### src/rtl/spi_transfer_engine_if.sv
// Bundle of signals between the SPI transfer engine and its surroundings:
// the start/data handshake on one side and the board-level SPI pins on the other.
interface spi_transfer_engine_if #(
  parameter int DATA_WIDTH = 16
);
  logic                  spi_start;
  logic [DATA_WIDTH-1:0] tx_data;
  logic                  spi_ready;
  logic [DATA_WIDTH-1:0] rx_data;
  logic                  rx_valid;
  logic                  spi_cs_n;
  logic                  spi_sclk;
  logic                  spi_mosi;
  logic                  spi_miso;

  // master is everything around the engine: the start generator and the SPI device's MISO pin.
  modport master (
    output spi_start, tx_data, spi_miso,
    input  spi_ready, rx_data, rx_valid, spi_cs_n, spi_sclk, spi_mosi
  );

  modport slave (
    input  spi_start, tx_data, spi_miso,
    output spi_ready, rx_data, rx_valid, spi_cs_n, spi_sclk, spi_mosi
  );
endinterface

### src/rtl/spi_transfer_engine.sv
// SPI mode-0 controller shift engine: one full-duplex word per accepted spi_start pulse.
// Optional build macro SPI_LSB_FIRST_EN selects LSB-first shifting (default MSB-first).
module spi_transfer_engine #(
  parameter int DATA_WIDTH = 16,
  parameter int CLK_DIV    = 4,
  parameter int CNT_W      = 8
) (
  input  logic                clk,
  input  logic                rstn,
  spi_transfer_engine_if.slave bus
);

  localparam int                BIT_W    = $clog2(DATA_WIDTH) + 1;
  localparam logic [CNT_W-1:0]  DIV_LAST = CNT_W'(CLK_DIV - 1);
  localparam logic [BIT_W-1:0]  BIT_LAST = BIT_W'(DATA_WIDTH - 1);

  typedef enum logic [1:0] {
    IDLE,
    CS_SETUP,
    SHIFT,
    CS_HOLD
  } state_e;

`ifdef SPI_LSB_FIRST_EN
  function automatic logic first_bit(input logic [DATA_WIDTH-1:0] w);
    return w[0];
  endfunction

  function automatic logic [DATA_WIDTH-1:0] tx_shift(input logic [DATA_WIDTH-1:0] w);
    return w >> 1;
  endfunction

  // First received bit ends up in bit 0 after DATA_WIDTH shifts.
  function automatic logic [DATA_WIDTH-1:0] rx_shift(input logic [DATA_WIDTH-1:0] w,
                                                     input logic b);
    return {b, w[DATA_WIDTH-1:1]};
  endfunction
`else
  function automatic logic first_bit(input logic [DATA_WIDTH-1:0] w);
    return w[DATA_WIDTH-1];
  endfunction

  function automatic logic [DATA_WIDTH-1:0] tx_shift(input logic [DATA_WIDTH-1:0] w);
    return w << 1;
  endfunction

  function automatic logic [DATA_WIDTH-1:0] rx_shift(input logic [DATA_WIDTH-1:0] w,
                                                     input logic b);
    return {w[DATA_WIDTH-2:0], b};
  endfunction
`endif

  state_e                state_q, state_d;
  logic [CNT_W-1:0]      div_q, div_d;
  logic [BIT_W-1:0]      bit_q, bit_d;
  logic [DATA_WIDTH-1:0] tx_sh_q, tx_sh_d;
  logic [DATA_WIDTH-1:0] rx_sh_q, rx_sh_d;
  logic [DATA_WIDTH-1:0] rx_data_q, rx_data_d;
  logic                  ready_q, ready_d;
  logic                  cs_n_q, cs_n_d;
  logic                  sclk_q, sclk_d;
  logic                  mosi_q, mosi_d;
  logic                  rx_valid_q, rx_valid_d;
  logic                  div_last;
  logic [DATA_WIDTH-1:0] tx_next;

  assign div_last = (div_q == DIV_LAST);
  assign tx_next  = tx_shift(tx_sh_q);

  // NOTE: every variable gets its hold value first so no path through the case infers a latch.
  always_comb begin
    state_d    = state_q;
    div_d      = div_q;
    bit_d      = bit_q;
    tx_sh_d    = tx_sh_q;
    rx_sh_d    = rx_sh_q;
    rx_data_d  = rx_data_q;
    ready_d    = ready_q;
    cs_n_d     = cs_n_q;
    sclk_d     = sclk_q;
    mosi_d     = mosi_q;
    rx_valid_d = 1'b0;

    unique case (state_q)
      IDLE: begin
        // Acceptance keys off the registered ready, so a start on the completion edge is dropped.
        if (bus.spi_start && ready_q) begin
          tx_sh_d = bus.tx_data;
          mosi_d  = first_bit(bus.tx_data);
          rx_sh_d = '0;
          cs_n_d  = 1'b0;
          ready_d = 1'b0;
          div_d   = '0;
          bit_d   = '0;
          state_d = CS_SETUP;
        end
      end

      CS_SETUP: begin
        if (div_last) begin
          div_d   = '0;
          state_d = SHIFT;
        end else begin
          div_d = div_q + 1'b1;
        end
      end

      SHIFT: begin
        if (div_last) begin
          div_d  = '0;
          sclk_d = ~sclk_q;
          if (!sclk_q) begin
            rx_sh_d = rx_shift(rx_sh_q, bus.spi_miso);
          end else begin
            bit_d = bit_q + 1'b1;
            if (bit_q == BIT_LAST) begin
              state_d = CS_HOLD;
            end else begin
              tx_sh_d = tx_next;
              mosi_d  = first_bit(tx_next);
            end
          end
        end else begin
          div_d = div_q + 1'b1;
        end
      end

      CS_HOLD: begin
        if (div_last) begin
          div_d      = '0;
          cs_n_d     = 1'b1;
          mosi_d     = 1'b0;
          rx_data_d  = rx_sh_q;
          rx_valid_d = 1'b1;
          ready_d    = 1'b1;
          state_d    = IDLE;
        end else begin
          div_d = div_q + 1'b1;
        end
      end

      default: state_d = IDLE;
    endcase
  end

  // NOTE: state is updated with non-blocking assignments so all flops see pre-edge values.
  always_ff @(posedge clk or negedge rstn) begin
    if (!rstn) begin
      state_q    <= IDLE;
      div_q      <= '0;
      bit_q      <= '0;
      tx_sh_q    <= '0;
      rx_sh_q    <= '0;
      rx_data_q  <= '0;
      ready_q    <= 1'b1;
      cs_n_q     <= 1'b1;
      sclk_q     <= 1'b0;
      mosi_q     <= 1'b0;
      rx_valid_q <= 1'b0;
    end else begin
      state_q    <= state_d;
      div_q      <= div_d;
      bit_q      <= bit_d;
      tx_sh_q    <= tx_sh_d;
      rx_sh_q    <= rx_sh_d;
      rx_data_q  <= rx_data_d;
      ready_q    <= ready_d;
      cs_n_q     <= cs_n_d;
      sclk_q     <= sclk_d;
      mosi_q     <= mosi_d;
      rx_valid_q <= rx_valid_d;
    end
  end

  assign bus.spi_ready = ready_q;
  assign bus.rx_data   = rx_data_q;
  assign bus.rx_valid  = rx_valid_q;
  assign bus.spi_cs_n  = cs_n_q;
  assign bus.spi_sclk  = sclk_q;
  assign bus.spi_mosi  = mosi_q;

endmodule

### src/flat_wrapper.sv
// flat-port wrapper written by rule: the top's interface ports become plain ports
module spi_transfer_engine_flat 
#(
  parameter int DATA_WIDTH = 16,
  parameter int CLK_DIV    = 4,
  parameter int CNT_W      = 8
)
  (clk, rstn, bus_spi_start, bus_tx_data, bus_spi_miso, bus_spi_ready, bus_rx_data, bus_rx_valid, bus_spi_cs_n, bus_spi_sclk, bus_spi_mosi);
  spi_transfer_engine_if #(.DATA_WIDTH(DATA_WIDTH)) bus_i ();
  input  logic clk;
  input  logic rstn;
  input wire logic [$bits(bus_i.spi_start)-1:0] bus_spi_start;
  input wire logic [$bits(bus_i.tx_data)-1:0] bus_tx_data;
  input wire logic [$bits(bus_i.spi_miso)-1:0] bus_spi_miso;
  output wire logic [$bits(bus_i.spi_ready)-1:0] bus_spi_ready;
  output wire logic [$bits(bus_i.rx_data)-1:0] bus_rx_data;
  output wire logic [$bits(bus_i.rx_valid)-1:0] bus_rx_valid;
  output wire logic [$bits(bus_i.spi_cs_n)-1:0] bus_spi_cs_n;
  output wire logic [$bits(bus_i.spi_sclk)-1:0] bus_spi_sclk;
  output wire logic [$bits(bus_i.spi_mosi)-1:0] bus_spi_mosi;
  assign bus_i.spi_start = bus_spi_start;
  assign bus_i.tx_data = bus_tx_data;
  assign bus_i.spi_miso = bus_spi_miso;
  assign bus_spi_ready = bus_i.spi_ready;
  assign bus_rx_data = bus_i.rx_data;
  assign bus_rx_valid = bus_i.rx_valid;
  assign bus_spi_cs_n = bus_i.spi_cs_n;
  assign bus_spi_sclk = bus_i.spi_sclk;
  assign bus_spi_mosi = bus_i.spi_mosi;
  spi_transfer_engine #(.DATA_WIDTH(DATA_WIDTH), .CLK_DIV(CLK_DIV), .CNT_W(CNT_W)) u_core (.clk(clk), .rstn(rstn), .bus(bus_i));
endmodule
### config.mk
export PLATFORM = sky130hd
export DESIGN_NAME = spi_transfer_engine_flat
export DESIGN_NICKNAME = d
export VERILOG_FILES = /design/src/rtl/spi_transfer_engine_if.sv /design/src/rtl/spi_transfer_engine.sv /design/src/flat_wrapper.sv
export SDC_FILE = /design/constraint.sdc
export NUM_CORES = 1
export LEC_CHECK = 0
export ABC_AREA = 1
export BUFFER_PORTS_ARGS = -buffer_cell sky130_fd_sc_hd__buf_2
export CAP_MARGIN = 20
export CORE_ASPECT_RATIO = 1.75
export CORE_UTILIZATION = 48
export CTS_CLUSTER_DIAMETER = 30
export DETAILED_ROUTE_END_ITERATION = 8
export HOLD_SLACK_MARGIN = 0.02
export PLACE_DENSITY = 0.68
export SETUP_SLACK_MARGIN = 0.02
export SYNTH_ARGS = -nofsm -noshare
export SYNTH_HDL_FRONTEND = slang
export SYNTH_SLANG_ARGS = --single-unit
export TNS_END_PERCENT = 5
### constraint.sdc
create_clock -name clk -period 2.35 [get_ports clk]
set_input_delay 0.235 -clock clk [delete_from_list [all_inputs] [get_ports clk]]
set_output_delay 0.235 -clock clk [all_outputs]
set_load 0.01 [all_outputs]
## Yosys cells after proc, flatten, opt, wreduce, memory -nomap -nowiden

Cells that the tools add are included.

| storage, ports and cells | value |
|---|---|
| register bits after elaboration | 66 |
| latch bits | 0 |
| memory bits (writable) | 0 |
| memory bits (read-only) | 0 |
| bits of input ports | 20 |
| output and inout port bits | 21 |
| memories kept | 0 |

| cells by class | value |
|---|---|
| add/subtract/negate cells | 2 |
| multiply operators | 0 |
| divide/modulo/power cells | 0 |
| magnitude comparators | 0 |
| equality and inequality tests | 13 |
| shifts and indexed selects | 0 |
| mux-type cells | 34 |
| bitwise operators | 1 |
| reductions and logical operators | 14 |

Operators by type and width:

| cell | count |
|---|---|
| $mux W15 | 4 |
| $mux W16 | 3 |
| $pmux W16 S2 | 1 |
| $pmux W15 S2 | 1 |
| $mux W8 | 2 |
| $pmux W8 S2 | 1 |
| $mux W5 | 3 |
| $mux W2 | 6 |
| $ne A2 B1 Y1 const B | 6 |
| $reduce_and A6 Y1 | 2 |
| $pmux W5 S2 | 1 |
| $mux W1 | 9 |
| $add A8 B1 Y8 const B | 1 |
| $eq A8 B2 Y1 const B | 1 |
| $pmux W2 S4 | 1 |
| $reduce_and A4 Y1 | 2 |
| $add A5 B1 Y5 const B | 1 |
| $eq A5 B4 Y1 const B | 1 |
| $reduce_and A5 Y1 | 1 |
| $eq A2 B2 Y1 const B | 2 |
| $ne A2 B2 Y1 const B | 2 |
| $reduce_and A2 Y1 | 2 |
| $reduce_bool A2 Y1 | 2 |
| $pmux W1 S3 | 1 |
| 8 further kinds | 8 |

## Depth between registers and ports, before layout

| logic depth | value |
|---|---|
| depth in word-level cells | 5 |
| gate-level depth with buffers | 11 |
| gate-level depth less buffers | 10 |

## Worst setup path before layout

OpenSTA, ideal clock, no wires.

| timing | value |
|---|---|
| kind | flip-flop to flip-flop |
| start point | register u_core.state_q[0] |
| end point | register u_core.tx_sh_q[10] |
| setup time | 117 ps |
| arrival time | 1657 ps |
| path slack | 576 ps |
| stages on the path, launching flop included | 12 |
| buffers on the path | 1 |
| clock period less this slack | 1774 ps |
| cells stage by stage | dfrtp_1 inv_1 ha_1 inv_2 a21oi_2 a21oi_2 inv_2 nor2_4 nand2_2 buf_6 nand2_1 nand2_1 |

| on the way | value |
|---|---|
| longest elaborated chain between the ends | 3 |

Ends and longest elaborated chain:

| what | RTL line | text |
|---|---|---|
| from (decl) | spi_transfer_engine.sv:53 | `state_e state_q, state_d;` |
| from (signal assigned) | spi_transfer_engine.sv:161 | `state_q <= state_d;` |
| $eq A2 B2 Y1 or $logic_not A2 Y1 (tied branches) | spi_transfer_engine.sv:84 | `unique case (state_q)` |
| $ne A2 B1 Y1 (no source line), or another cell as far along | n/a |  |
| $reduce_and A5 Y1 (no source line) | n/a |  |
| to (signal assigned) | spi_transfer_engine.sv:164 | `tx_sh_q <= tx_sh_d;` |
| to (decl) | spi_transfer_engine.sv:56 | `logic [DATA_WIDTH-1:0] tx_sh_q, tx_sh_d;` |

Parallel ways exist; a longest one is shown, timed or not.
A chain may end at the register's enable or synchronous reset.

## Worst setup path after layout

| timing | value |
|---|---|
| start point | register u_core.state_q[0] |
| end point | register u_core.rx_sh_q[14] |

| on the way | value |
|---|---|
| longest elaborated chain between the ends | 3 |

Ends and longest elaborated chain:

| what | RTL line | text |
|---|---|---|
| $eq A2 B2 Y1 or $logic_not A2 Y1 (tied branches) | spi_transfer_engine.sv:84 |  |
| $ne A2 B2 Y1 (no source line), or another cell as far along | n/a |  |
| $reduce_and A4 Y1 (no source line) | n/a |  |
| to (signal assigned) | spi_transfer_engine.sv:165 | `rx_sh_q <= rx_sh_d;` |
| to (decl) | spi_transfer_engine.sv:57 | `logic [DATA_WIDTH-1:0] rx_sh_q, rx_sh_d;` |

Parallel ways exist; a longest one is shown, timed or not.

==> impl_metrics.tcl <==
set metrics [dict create \
    status "finished, final reports clean" \
    critPathTopFamily "compound AO/OA/AOI/OAI gates" \
    io_pins 41 \
    cp_max_fo 16 \
    drive_gt1_share_pct 18.7 \
    ys_types 30 \
    slew_headroom_pct 52.9 \
    holdCritStartpoint "bus_spi_miso" \
    antenna_cells 0 \
    grt_pass1_wl_mm 10.9 \
    cts.clk_slew.worst_paths_ns 0.07 \
    insertion_delay_ns 0.35 \
    path_cells "inv_1 > ha_1 > inv_2 > a21oi_2 > a21oi_2 > o211ai_2 > nand2_1 > o21ai_0" \
    crit_start "u_core.state_q[0]$_DFFE_PN0P_" \
    coreArea_mm2 0.00618 \
    final_max_slew_viol_count 0 \
    finalCritPeriodShare_pct 86.1 \
    port_buffers 40 \
    wl_per_cell_um 12.4 \
    fin_nets 445 \
    syn2layout_area_growth_pct 16.1 \
    critPathBufInv 2 \
    drt-vias-per-instance 4.92 \
    clock-sinks 66 \
    cts_tree "yes" \
    avgSynthCellArea_um2 8.32 \
    grt_remaining_overflow 0 \
    finalHoldViolations 0 \
    fin_worst_skew_ns 0.00664 \
    vdd_drop_max_mv 0.450 \
    ant_nets 0 \
    track_usage_pct 21.1 \
    netlist_instances 369 \
    netlist_area_mm2 0.00307 \
    fp.dieW_um 62.5 \
    cts_resized 0 \
    antenna_found_initial 0 \
    first_pass_iters 4 \
    num_vias 2472 \
    crit_path_start_kind "register" \
    first_iter_violations 122 \
    crit_type "register to register" \
    yosysSeqAreaShare_pct 53.8 \
    drcViolationCount 0 \
    die_area_mm2 0.00673 \
    cts-root-buf "clkbuf_8" \
    p_per_area_mw_per_mm2 591 \
    num_rows 38 \
    cts_setup_buffers 0 \
    drv_cap 0 \
    ctsHoldBuffers 1 \
    die_h_um 108 \
    fillCellCount 609 \
    htree_levels 3 \
    clk_path_buf_depth 2 \
    tightest_slew_ns 0.706 \
    detailed_place_hpwl_mm 4.35 \
    rr_startpoint "u_core.state_q[0]$_DFFE_PN0P_" \
    postRouteWirelength_mm 6.21 \
    cpMostUsedCell "a21oi_2" \
    critical_path.slowest_cell "dfrtp_1" \
    grt_pass1_vias 2454 \
    grt_max_degree 34 \
    syn-num-nets 397 \
    numCtsBuffers 9 \
    rsz0062_at_grt "false" \
    required_ns 2.57 \
    setup_tns_ns 0 \
    min_path_type "input port to register" \
    final_util_pct 57.7 \
    fin_crit_ns 2.02 \
    gp_congestion 0.769 \
    cp.arrival_ns 2.24 \
    yosysWarnings 0 \
    p_leak_nw 1.87 \
    initial_core_util_pct 49.7 \
    synth-seq-cells 66 \
    cp-end-kind "register" \
    setup_viol 0 \
    max_stage_delay_ns 0.41 \
    max_freq_mhz 494 \
]
routing by layer:
metal,up-vias,part of all wire (%),GRT usage (%)
met5,-,0,0
met2,39,51,36.3
met3,13,3.2,5.19
li1,1268,-,-
met1,1152,43,23.9
met4,0,2.6,11.0
sequential cells by signal, indices dropped and copies added (netlist names), 2 cells and up:
name,cells
u_core.rx_sh_q,16
u_core.tx_sh_q,15
u_core.bus.rx_data,16
u_core.state_q,2
u_core.bit_q,5
u_core.div_q,8
layout make-up:
cell class / count / area [µm²] / share of cell area (%)
flip-flops and latches: 66 / 1650 / 46.4
multi-input cells: 254 / 1210 / 34.0
repair buffers: 50 / 278 / 7.79
inverters: 36 / 135 / 3.79
clock buffers: 11 / 131 / 3.69
well taps: 80 / 100 / 2.81
clock inverters: 5 / 55.1 / 1.54
placed cells by master, fill, tap and decap left out, types with 8 or more instances in the layout:
cell and n:
inv_1 31, o21ai_0 42, buf_4 9, ha_1 8, nand2_1 134, nand3_1 28
buf_2 40, dfrtp_1 65, clkbuf_8 9, nor2_1 10
cell families (layout without fill, tap and decap cells):
group,Yosys count,count (layout),share of synthesized area (%)
simple gates,183,183,24.6
buf+inv,49,102,6.72
compound gates,60,60,10.7
xor+xnor,3,3,0.856
fa+ha+maj,8,8,3.26
flops,66,66,53.8
final timing paths:
| check | endpoint | slack [ns] | depth (start not counted) |
|---|---|---|---|
| max in group asynchronous | u_core.tx_sh_q[2]$_DFFE_PN0P_ | 1.14 | 3 |
| worst max register to register | u_core.rx_sh_q[14]$_DFFE_PN0P_ | 0.33 | 8 |
| worst min-delay path | u_core.rx_sh_q[0]$_DFFE_PN0P_ | 0.14 | 3 |
| worst max-delay path | u_core.rx_sh_q[14]$_DFFE_PN0P_ | 0.33 | 8 |
| worst min register to register | u_core.bus.spi_mosi$_DFFE_PN0P_ | 0.47 | 2 |
| min in group asynchronous | u_core.bus.rx_data[1]$_DFFE_PN0P_ | 0.47 | 2 |
stage by stage:
| stage | hold slack, ns | cell area (µm²) | worst slack (ns) | total power, mW | std cells |
|---|---|---|---|---|---|
| floorplan | -0.0606 | 3070 | 0.576 | 1.17 | 369 |
| global placement | 0.317 | 3370 | 0.391 | 1.21 | 485 |
| detailed placement | 0.334 | 3370 | 0.340 | 1.21 | 485 |
| CTS | 0.129 | 3560 | 0.327 | 2.14 | 502 |
| global route | 0.171 | 3560 | 0.107 | 2.18 | 502 |
| finish | 0.140 | 3560 | 0.327 | 2.11 | 502 |
tightest hold or removal path, cell delays in order:
cell and delay (ns):
buf_2 0.10, inv_1 0.04, o21ai_0 0.07
cells in the mapped netlist:
| library cell | number | area [µm²] |
|---|---|---|
| nand2_1 | 134 | 503 |
| dfrtp_1 | 65 | 1630 |
| o21ai_0 | 42 | 210 |
| inv_1 | 31 | 116 |
| nand3_1 | 28 | 140 |
| nor2_1 | 10 | 37.5 |
| ha_1 | 8 | 100 |
| buf_2 | 6 | 30.0 |
| o21ai_1 | 6 | 30.0 |
| inv_2 | 5 | 18.8 |
| nand2_2 | 4 | 25.0 |
| o22ai_1 | 4 | 25.0 |
| clkbuf_1 | 3 | 11.3 |
| nand4_1 | 3 | 18.8 |
| a21oi_1 | 2 | 10.0 |
| a21oi_2 | 2 | 17.5 |
| buf_4 | 2 | 15.0 |
| xor2_1 | 2 | 17.5 |
| a21boi_0 | 1 | 7.51 |
| a22o_1 | 1 | 8.76 |
| buf_1 | 1 | 3.75 |
| buf_6 | 1 | 11.3 |
| dfstp_2 | 1 | 26.3 |
| nand3b_1 | 1 | 7.51 |
| nor2_2 | 1 | 6.26 |
| nor2_4 | 1 | 11.3 |
| o211ai_2 | 1 | 12.5 |
| o21bai_1 | 1 | 7.51 |
| or2_2 | 1 | 6.26 |
| xnor2_1 | 1 | 8.76 |
report_power, final:
group / internal, mW / switching [mW] / total [mW]
registers: 1.14 / 0 / 1.14
logic: 0.0195 / 0.0326 / 0.0521
clock network: 0.486 / 0.432 / 0.919
total: 1.64 / 0.465 / 2.11
Power figures use the tool's default switching activity.
